<file path="src/rtl/txs_write_arbiter.sv">
// Round-robin arbiter sharing the PCIe TXS Avalon-MM burst-write master
// between several DMA requesters. Whole bursts are granted at once and then
// streamed beat by beat under txs_waitrequest backpressure. Illegal burst
// lengths are dropped without bus traffic and flagged in a sticky error bit.
module txs_write_arbiter #(
  parameter int N        = 3,
  parameter int MAXBURST = 32
) (
  input  logic             c,
  input  logic             rst_n,
  input  logic             en,
  input  logic [N-1:0]     req,
  input  logic [23*N-1:0]  req_addr,
  input  logic [6*N-1:0]   req_burst,
  input  logic [128*N-1:0] req_data,
  output logic [N-1:0]     pop,
  output logic [N-1:0]     done,
  output logic [N-1:0]     err,
  input  logic             err_clr,
  output logic             busy,
  output logic             txs_write,
  output logic [22:0]      txs_address,
  output logic [5:0]       txs_burstcount,
  output logic [127:0]     txs_writedata,
  input  logic             txs_waitrequest
);

  localparam int IW = (N > 1) ? $clog2(N) : 1;

  typedef enum logic {IDLE, BURST} state_t;

  state_t          state, state_n;
  logic [IW-1:0]   rr;         // round-robin search start
  logic [IW-1:0]   g;          // requester owning the burst in flight
  logic [5:0]      bc;         // beats still to be accepted
  logic [IW-1:0]   sel;
  logic            sel_valid;
  logic [22:0]     sel_addr;
  logic [5:0]      sel_burst;
  logic            sel_legal;
  logic            grant;
  logic            beat_acc;
  logic            last_acc;
  logic [N-1:0]    err_set;

  function automatic logic [IW-1:0] next_idx(input logic [IW-1:0] x);
    if (int'(x) == N - 1) return '0;
    else                  return x + 1'b1;
  endfunction

  // Pick the first asserted request at or after rr, wrapping modulo N.
  always_comb begin
    int idx;
    // NOTE: every always_comb output gets a default first so no path can
    // leave it unassigned, which would otherwise infer a latch.
    sel       = '0;
    sel_valid = 1'b0;
    idx       = 0;
    // Walk from the farthest candidate back to rr so the nearest one wins.
    for (int k = N - 1; k >= 0; k--) begin
      idx = (int'(rr) + k) % N;
      if (req[idx]) begin
        sel       = IW'(idx);
        sel_valid = 1'b1;
      end
    end
  end

  // Decode the selected requester's burst and the beat handshake.
  always_comb begin
    sel_addr  = req_addr[int'(sel)*23 +: 23];
    sel_burst = req_burst[int'(sel)*6 +: 6];
    sel_legal = (sel_burst != 6'd0) && (int'(sel_burst) <= MAXBURST);
    grant     = (state == IDLE) && en && sel_valid;
    beat_acc  = (state == BURST) && txs_write && !txs_waitrequest;
    last_acc  = beat_acc && (bc == 6'd1);
    err_set   = '0;
    if (grant && !sel_legal) err_set[sel] = 1'b1;
  end

  // State register.
  always_ff @(posedge c or negedge rst_n) begin
    // NOTE: sequential state uses non-blocking assignments so every register
    // samples pre-edge values regardless of block evaluation order.
    if (!rst_n) state <= IDLE;
    else        state <= state_n;
  end

  // Next-state logic: legal grants enter BURST, the last accepted beat leaves.
  always_comb begin
    state_n = state;
    case (state)
      IDLE:    if (grant && sel_legal) state_n = BURST;
      BURST:   if (last_acc)           state_n = IDLE;
      default: state_n = IDLE;
    endcase
  end

  // Outputs that follow the state combinationally: busy, pop and data mux.
  always_comb begin
    busy          = (state == BURST);
    pop           = '0;
    if (beat_acc) pop[g] = 1'b1;
    txs_writedata = req_data[int'(g)*128 +: 128];
  end

  // Grant capture, beat counting, done/err pulses and pointer update.
  always_ff @(posedge c or negedge rst_n) begin
    if (!rst_n) begin
      rr             <= '0;
      g              <= '0;
      bc             <= '0;
      txs_write      <= 1'b0;
      txs_address    <= '0;
      txs_burstcount <= '0;
      done           <= '0;
      err            <= '0;
    end else begin
      done <= '0;
      // A new error in the same cycle as err_clr keeps its bit set.
      err  <= (err & ~{N{err_clr}}) | err_set;
      if (grant) begin
        if (sel_legal) begin
          g              <= sel;
          txs_address    <= sel_addr;
          txs_burstcount <= sel_burst;
          bc             <= sel_burst;
          txs_write      <= 1'b1;
        end else begin
          done[sel] <= 1'b1;
          rr        <= next_idx(sel);
        end
      end
      if (beat_acc) begin
        bc <= bc - 6'd1;
        if (last_acc) begin
          txs_write <= 1'b0;
          done[g]   <= 1'b1;
          rr        <= next_idx(g);
        end
      end
    end
  end

endmodule

</file>
<file path="config.mk">
export PLATFORM = sky130hd
export DESIGN_NAME = txs_write_arbiter
export DESIGN_NICKNAME = d
export VERILOG_FILES = /design/src/rtl/txs_write_arbiter.sv
export SDC_FILE = /design/constraint.sdc
export NUM_CORES = 1
export LEC_CHECK = 0
export CORE_AREA = 2 2 251 253
export CTS_CLUSTER_SIZE = 12
export DETAILED_ROUTE_END_ITERATION = 8
export DIE_AREA = 0 0 253 255
export SYNTH_ARGS = -nofsm -noshare
export SYNTH_HDL_FRONTEND = slang
export SYNTH_SLANG_ARGS = --single-unit
</file>
<file path="constraint.sdc">
create_clock -name c -period 4.6 [get_ports c]
set_clock_uncertainty 0.05 [all_clocks]
set_input_delay 0.92 -clock c [delete_from_list [all_inputs] [get_ports c]]
set_output_delay 0.92 -clock c [all_outputs]
set_load 0.01 [all_outputs]
</file>
* After elaboration in Yosys (flattened, before gate mapping) *
Index checks and enable logic that the tools add are counted.

storage, ports and cells
  flip-flop bits (word level) = 47
  input port bits = 479
  output and inout port bits = 168
  word-level logic and storage cells = 96

operators by class
  $add $sub $neg = 5
  multipliers = 2
  divide/modulo/power cells = 3
  magnitude comparators = 8
  eq/ne operators = 3
  shift operators = 3
  mux-type cells = 41
  bitwise gates (word level) = 5
  reduce and logical (&&, ||, !) cells = 17

operators by type and width
  kind                     count
  $shiftx A384 B10 Y128    1
  $lt A32 B4 Y1 const B    3
  $shiftx A69 B8 Y23       1
  $mod A32 B3 Y32 const B  2
  $mod A3 B3 Y32 const B   1
  $mux W2                  9
  $mux W3                  6
  $mux W6                  3
  $shiftx A18 B6 Y6        1
  $mux W1                  17
  $logic_and A1 B1 Y1      10
  $mul A2 B5 Y7 const B    1
  $bmux W1 S2              3
  $eq A6 B1 Y1 const B     1
  $le A6 B6 Y1 const B     1
  $lt A2 B3 Y1 const B     2
  $or A3 B3 Y3             2
  $reduce_bool A6 Y1       1
  $sub A6 B1 Y6 const B    1
  $add A2 B1 Y2 const B    2
  $demux W1 S2             2
  $eq A2 B2 Y1 const B     2
  $ge A2 B1 Y1 const B     2
  $mul A2 B2 Y4 const B    1
  other kinds (9)          12

* Longest topological paths before layout *
Gate-level depths: netlist of run 1.

  word-level depth = 17
  mapped depth = 15
  depth with buffers taken out = 11

* Least setup slack after synthesis of run 1 *
Ideal clock, no wire load.

  path type = input-to-reg
  start point = input req[1]
  end point = register g[0]
  library setup time = 0.125 ns
  arrival = 3.559 ns
  data required time = 4.425 ns
  setup slack = 0.865 ns
  stages on the path = 11
  path buffers = 3
  cells stage by stage = buf_2 -> and2b_1 -> o21ai_1 -> o311a_4 -> or3_1 -> a2111o_1 -> xor2_1 -> and2_1 -> buf_6 -> buf_6 -> mux2_4

on the way
  longest elaborated chain between the ends = 11
  elaborated cells on any way between the ends = 22
  classes of those cells = mul: 1; order compare: 1; shift: 1; mux: 15; reduce/logical: 4

ends and longest elaborated chain
  element                                                    RTL line  text
  from (decl)                                                12        input logic [N-1:0] req,
  $bmux W1 S2                                                62        if (req[idx]) begin
  $mux W1 (not written as such) (2 in a row)                 62
  $mux W2 (3 in a row)                                       62
  $mul A2 B2 Y4                                              72        sel_burst = req_burst[int'(sel)*6 +: 6];
  $shiftx A18 B6 Y6                                          72
  $le A6 B6 Y1 / $reduce_bool A6 Y1 (equally long branches)  73        sel_legal = (sel_burst != 6'd0) && (int'(sel_burst) <= MAXBURST);
  $logic_and A1 B1 Y1                                        73
  $reduce_and A2 Y1 (no line)                                --
  to (signal assigned)                                       124       g <= sel;
  to (decl)                                                  34        logic [IW-1:0] g;

Parallel ways exist; a longest one is shown, timed or not. The select of a mux whose other input is x is not followed.
A chain may end at the register's enable or synchronous reset.

* Final worst setup path of run 1 *
  start point = input req[2]
  end point = register txs_address[18]

on the way
  longest elaborated chain between the ends = 11
  elaborated cells on any way between the ends = 24
  classes of those cells = mul: 2; order compare: 1; shift: 2; mux: 15; reduce/logical: 4

ends and longest elaborated chain
  element                                                    RTL line  text
  $bmux W1 S2                                                62
  $mux W1 (not written as such) (2 in a row)                 62
  $mux W2 (3 in a row)                                       62
  $mul A2 B2 Y4                                              72
  $shiftx A18 B6 Y6                                          72
  $le A6 B6 Y1 / $reduce_bool A6 Y1 (equally long branches)  73
  $logic_and A1 B1 Y1                                        73
  $reduce_and A2 Y1 (no line)                                --
  to (signal assigned)                                       125       txs_address <= sel_addr;
  to (decl)                                                  22        output logic [22:0] txs_address,

Parallel ways exist; a longest one is shown, timed or not. The select of a mux whose other input is x is not followed.

==> results.toml, run 1 <==
[run_status]
outcome = "finished clean"

[clock_tree]
postCtsSetupRepairBufs = 0
cts_sinks = 47
cts_buffers = 5
htree_num_levels = 2
clockRootBuffer = "clkbuf_16"
path_clk_slew_ns = 0.06
cts.repair.resized = 0
cts_tree = "done"
cts_hold_buf = 0
clock_latency_ns = 0.29
clock_path_buffers = 2

[sta]
maxSlewViolCount = 0
period_share_pct = 89.6
post-route-min-period_ns = 4.12
fin_tns_setup_ns = 0
hold_viol = 0
tightest_slew_ns = 1.04
setup_viol = 0
fin_ws_ns = 0.479
max_slew_margin_pct = 30.4
max_freq_ghz = 0.243
rsz0062_at_grt = "false"

[worst_setup_path]
ff2ff_path_depth = 12
critPathSlowestCell = "clkdlybuf4s50_1"
crit_fanout = 32
path_buf_inv = 2
r2r_setup_slack_ns = 0.81
critPathLaunchType = "primary input"
path_depth = 10
critical_path_arrival_ns = 4.25
path_cells = "clkdlybuf4s50_1 > a21boi_2 > o21ai_1 > o311a_4 > or3_1 > a2111o_1 > xor2_1 > and2_2 > buf_12 > mux2_2"
critical_path.top_delay_family = "compound AO/OA/AOI/OAI gates"
crit_type = "in -> reg"
regToRegStartpoint = "rr[1]$_DFF_PN0_"
endpoint_kind = "flip-flop"
cp-startpoint = "req[2]"
max_stage_delay_ns = 0.62
r2r-end = "txs_address[18]$_DFFE_PN0P_"
required_ns = 4.73

[global_routing]
grt_max_degree = 136
antenna_found_initial = 7
grt_first_pass_wirelength_mm = 58.7
grt_overflow = 0
grt_use_total_pct = 13.0
grt_pass1_vias = 7821

[detailed_routing]
drt_iter0_drc = 435
final_antenna_net_count = 0
drc_errors = 0
vias = 8029
drt-wirelength-per-cell_um = 21.6
routed_via_density = 3.74
firstDrtPassIters = 5
drt-total-wl_mm = 46.3

[yosys]
synth_area_sq_mm = 0.00558
ys_ff_latch = 47
synthSimpleGateAreaFrac_pct = 16.1
synth-xor-area-share_pct = 0.314
synth_edf_count = 0
synth_ff_type = "dfrtp_1"
synth_top_family_by_area = "multiplexers"
synth-adder-area-share_pct = 1.12
ys_types = 53
yosysSeqAreaShare_pct = 21.1
yosys_warnings = 0
syn-instance-count = 735
synth_nets = 1219
avgSynthCellArea_sq_um = 7.59
synth_mux_area_share_pct = 34.8
synth_compound_gate_area_share_pct = 21.1
synthArstFlopShare_pct = 100

[floorplan]
fp.dieH_um = 255
coreArea_sq_mm = 0.0622
io_pins = 647
die_width_um = 253
dieArea_sq_mm = 0.0645
start_util_pct = 8.98
rows = 92

[pwr]
p_leak_uw = 0.00507
peakVddDrop_v = 0.000420
powerDensity_mw_per_mm2 = 513

[placement]
portBuffers = 646
dp_slack_ns = 0.218
place.gp.congestion = 0.847
dp_hpwl_mm = 40.3

[layout]
drive_gt1_share_pct = 5.43
final_common_cell = "clkdlybuf4s50_1"
final_cell_mix = "clkdlybuf4s50_1, nand2_1, o21ai_0"
n_fill_cell = 6877
nNetsFinal = 1828
multi_input_area_sq_mm = 0.00413
register_area_sq_mm = 0.00118
syn2layout_area_growth_pct = 135

[job]
drv_cap = 0

[worst_hold_path]
holdPathEnd = "txs_address[17]$_DFFE_PN0P_"
hold_class = "reg -> reg"
holdPathStages = 1
hold_start = "txs_address[17]$_DFFE_PN0P_"
state kept, by name, summed over array words and instances, names as in the netlist:
name            count
rr                  2
txs_address        23
txs_write           1
err                 3
txs_burstcount      6
done                3
busy                1
bc                  6
g                   2
kinds of logic (layout without fill, tap and decap cells):
| logic type | after synthesis | count (layout) |
|---|---|---|
| adders and majority gates | 5 | 5 |
| DFF | 47 | 47 |
| muxes | 183 | 183 |
| buffers and inverters | 72 | 682 |
| xor gates and xnor gates | 2 | 2 |
| other | 0 | 2 |
| and+or+nand+nor | 215 | 215 |
| AOI/OAI and AO/OA | 211 | 211 |
power breakdown:
group | leakage (uW) | internal [uW] | total [uW] | switching (uW)
Sequential | 0.000580 | 603 | 752 | 149
Clock | 0.0000734 | 198 | 352 | 154
Combinational | 0.00441 | 2680 | 5630 | 2950
Total | 0.00507 | 3480 | 6730 | 3260
Yosys cell counts, drive strengths merged, types with 3 or more instances:
cell,n,area (sq um)
o21ai,171,860
nand2,169,634
mux2i,156,1560
dfrtp,47,1180
clkbuf,43,161
mux2,27,379
buf,18,108
nor2,15,56.3
inv,11,41.3
a21oi,8,43.8
a31oi,5,31.3
ha,5,62.6
nand3b,5,37.5
or3,5,31.3
nor2b,4,25.0
a21o,3,22.5
a2bb2oi,3,26.3
and2,3,18.8
nand2b,3,18.8
final cells by class:
class                      count  area share, %
antenna                        2         0.0381
sequential                    47           9.02
timing repair buffer         663           50.5
multi-input combinational    616           31.5
clock buffer                   5          0.953
tap                          799           7.62
clock inverter                 3          0.114
inverter                      11          0.315
metal layers:
layer / vias up / global-route usage (%) / share of wire [%]
li1: 3831 / - / -
met1: 3752 / 14.8 / 38
met2: 415 / 20.4 / 44
met3: 25 / 8.90 / 16
met4: 6 / 2.27 / 1.3
met5: - / 0 / 0.086
per-stage QoR:
| step | hold WS [ns] | power [uW] | util [%] | cell area (sq um) | instances |
|---|---|---|---|---|---|
| 2_1_floorplan | 0.462 | 3200 | - | 5580 | 735 |
| 3_3_place_gp | 0.441 | 6480 | 20.9 | 13000 | 2136 |
| 3_5_place_dp | 0.442 | 6530 | 20.9 | 13000 | 2136 |
| 4_1_cts | 0.461 | 6920 | 21.1 | 13100 | 2144 |
| 5_1_grt | 0.479 | 7310 | 21.1 | 13100 | 2146 |
| 6_report | 0.457 | 6730 | 21.1 | 13100 | 2146 |
worst max path at each step:
stage,endpoint,slack (ns)
final,txs_address[18]$_DFFE_PN0P_,0.48
after global placement,txs_address[18]$_DFFE_PN0P_,0.31
after floorplan,g[0]$_DFFE_PN0P_,0.87
after CTS,txs_address[18]$_DFFE_PN0P_,0.50
after detailed placement,txs_address[18]$_DFFE_PN0P_,0.22
after global routing,txs_address[18]$_DFFE_PN0P_,0.33
Note: power is estimated with default switching activity, not from simulation.
==> run 2, diff against run 1 <==
--- a/config.mk
+++ b/config.mk
@@ -9,6 +9,7 @@
 export CTS_CLUSTER_SIZE = 12
 export DETAILED_ROUTE_END_ITERATION = 8
 export DIE_AREA = 0 0 253 255
+export SLEW_MARGIN = 25
 export SYNTH_ARGS = -nofsm -noshare
 export SYNTH_HDL_FRONTEND = slang
 export SYNTH_SLANG_ARGS = --single-unit
==> results.toml, run 2 (same netlist as run 1, synthesis figures left out) <==
[detailed_routing]
routed_via_density = 3.74
drt_iter0_drc = 424
vias = 8023
firstDrtPassIters = 5
drc_errors = 0
drt-wirelength-per-cell_um = 21.6
drt-total-wl_mm = 46.4
final_antenna_net_count = 0

[pwr]
switching_share_pct = 48.4
powerDensity_mw_per_mm2 = 514
p_int_uw = 3480
comb_power_share_pct = 83.6
p_switching_uw = 3260
clockPowerShare_pct = 5.3
p_seq_share_pct = 11.1
peakVddDrop_v = 0.000421
p_leak_uw = 0.00507

[worst_hold_path]
hold_class = "reg -> reg"

[global_routing]
grt_max_degree = 136
grt_use_total_pct = 13.0
antenna_found_initial = 7
grt_overflow = 0
grt_pass1_vias = 7821
grt_first_pass_wirelength_mm = 58.7

[worst_setup_path]
critical_path_arrival_ns = 4.25
path_cells = "clkdlybuf4s50_1 > a21boi_2 > o21ai_1 > o311a_4 > or3_1 > a2111o_1 > xor2_1 > and2_2 > buf_12 > mux2_2"
max_stage_delay_ns = 0.62
endpoint_kind = "flip-flop"
critPathSlowestCell = "clkdlybuf4s50_1"
required_ns = 4.73
critPathLaunchType = "primary input"
crit_fanout = 32
crit_type = "in -> reg"

[layout]
final_common_cell = "clkdlybuf4s50_1"
largest_register_ffs = 23
fin_cells = 2146
top_register = "txs_address"
top_regs = "txs_address (23), bc (6), txs_burstcount (6)"
syn2layout_area_growth_pct = 135
final_cell_mix = "clkdlybuf4s50_1, nand2_1, o21ai_0"
drive_gt1_share_pct = 5.43
nNetsFinal = 1828
n_fill_cell = 6877

[sta]
post-route-min-period_ns = 4.12
max_slew_margin_pct = 51.0
maxSlewViolCount = 0
setup_viol = 0
hold_viol = 0
period_share_pct = 89.5
tightest_slew_ns = 0.727
fin_tns_setup_ns = 0
rsz0062_at_grt = "false"
max_freq_ghz = 0.243

[floorplan]
rows = 92
coreArea_sq_mm = 0.0622
dieArea_sq_mm = 0.0645
start_util_pct = 8.98
fp.dieH_um = 255
io_pins = 647
die_width_um = 253

[clock_tree]
cts_sinks = 47
path_clk_slew_ns = 0.06
cts_buffers = 5
clockRootBuffer = "clkbuf_16"
cts_tree = "done"
cts_hold_buf = 0
clock_path_buffers = 2
cts.repair.resized = 0
htree_num_levels = 2
postCtsSetupRepairBufs = 0
clock_latency_ns = 0.29

[placement]
portBuffers = 646
dp_hpwl_mm = 40.3
place.gp.congestion = 0.847
place_inst = 2136

[run_status]
outcome = "finished clean"

[job]
drv_cap = 0
[run 2: final cells by class]
class / count / area (sq um) / share of cell area (%)
repair buffers: 663 / 6630 / 50.5
multi-input cells: 616 / 4130 / 31.4
flip-flops and latches: 47 / 1180 / 9.02
well taps: 799 / 1000 / 7.62
clock buffers: 5 / 125 / 0.953
inverters: 11 / 41.3 / 0.315
clock inverters: 3 / 15.0 / 0.114
diodes: 2 / 5.00 / 0.0381
[run 2: worst paths after layout]
kind                                                  start                     endpoint  slack (ns)  cells after the start
worst max-delay path                                 req[2]  txs_address[18]$_DFFE_PN0P_        0.48                     10
worst min-delay path            txs_address[17]$_DFFE_PN0P_  txs_address[17]$_DFFE_PN0P_        0.46                      1
worst max register to register              rr[1]$_DFF_PN0_  txs_address[18]$_DFFE_PN0P_        0.79                     12
worst min register to register  txs_address[17]$_DFFE_PN0P_  txs_address[17]$_DFFE_PN0P_        0.46                      1
max in group asynchronous                             rst_n             g[0]$_DFFE_PN0P_        3.45                      1
min in group asynchronous                             rst_n   txs_address[0]$_DFFE_PN0P_        0.58                      1
[run 2: power groups by stage]
stage	Sequential, uW	Combinational [uW]	Clock, uW
after global routing	778	6150	380
after global placement	750	5730	0
after CTS	754	5810	363
after floorplan	768	2440	0
after detailed placement	755	5770	0
final	751	5630	357
[run 2: critical path, delay by kind of cell]
kind | cells | cell delay (ns)
XOR/XNOR | 1 | 0.21
buffers and inverters | 2 | 0.86
multiplexers | 1 | 0.36
AO/OA/AOI/OAI | 4 | 1.31
AND/OR/NAND/NOR | 2 | 0.57
[run 2: per-layer routing]
metal	vias to the layer above	part of all wire (%)	GRT usage (%)
li1	3830	-	-
met1	3735	38	14.8
met2	427	44	20.4
met3	25	16	8.90
met4	6	1.3	2.27
met5	-	0.086	0
[run 2: through the flow]
step	total power [uW]	util (%)	setup WS, ns	hold WS, ns	area, sq um
finish	6740	21.1	0.481	0.457	13100
global route	7310	21.1	0.327	0.479	13100
CTS	6920	21.1	0.499	0.461	13100
detailed placement	6530	20.9	0.218	0.442	13000
global placement	6480	20.9	0.313	0.441	13000
floorplan	3200	-	0.865	0.462	5580
==> run 3, diff against run 2 <==
--- a/config.mk
+++ b/config.mk
@@ -9,6 +9,7 @@
 export CTS_CLUSTER_SIZE = 12
 export DETAILED_ROUTE_END_ITERATION = 8
 export DIE_AREA = 0 0 253 255
+export SETUP_SLACK_MARGIN = 0.3
 export SLEW_MARGIN = 25
 export SYNTH_ARGS = -nofsm -noshare
 export SYNTH_HDL_FRONTEND = slang
==> results of run 3 <==
The final DEF is identical to that of run 2; final timing and power are the same.
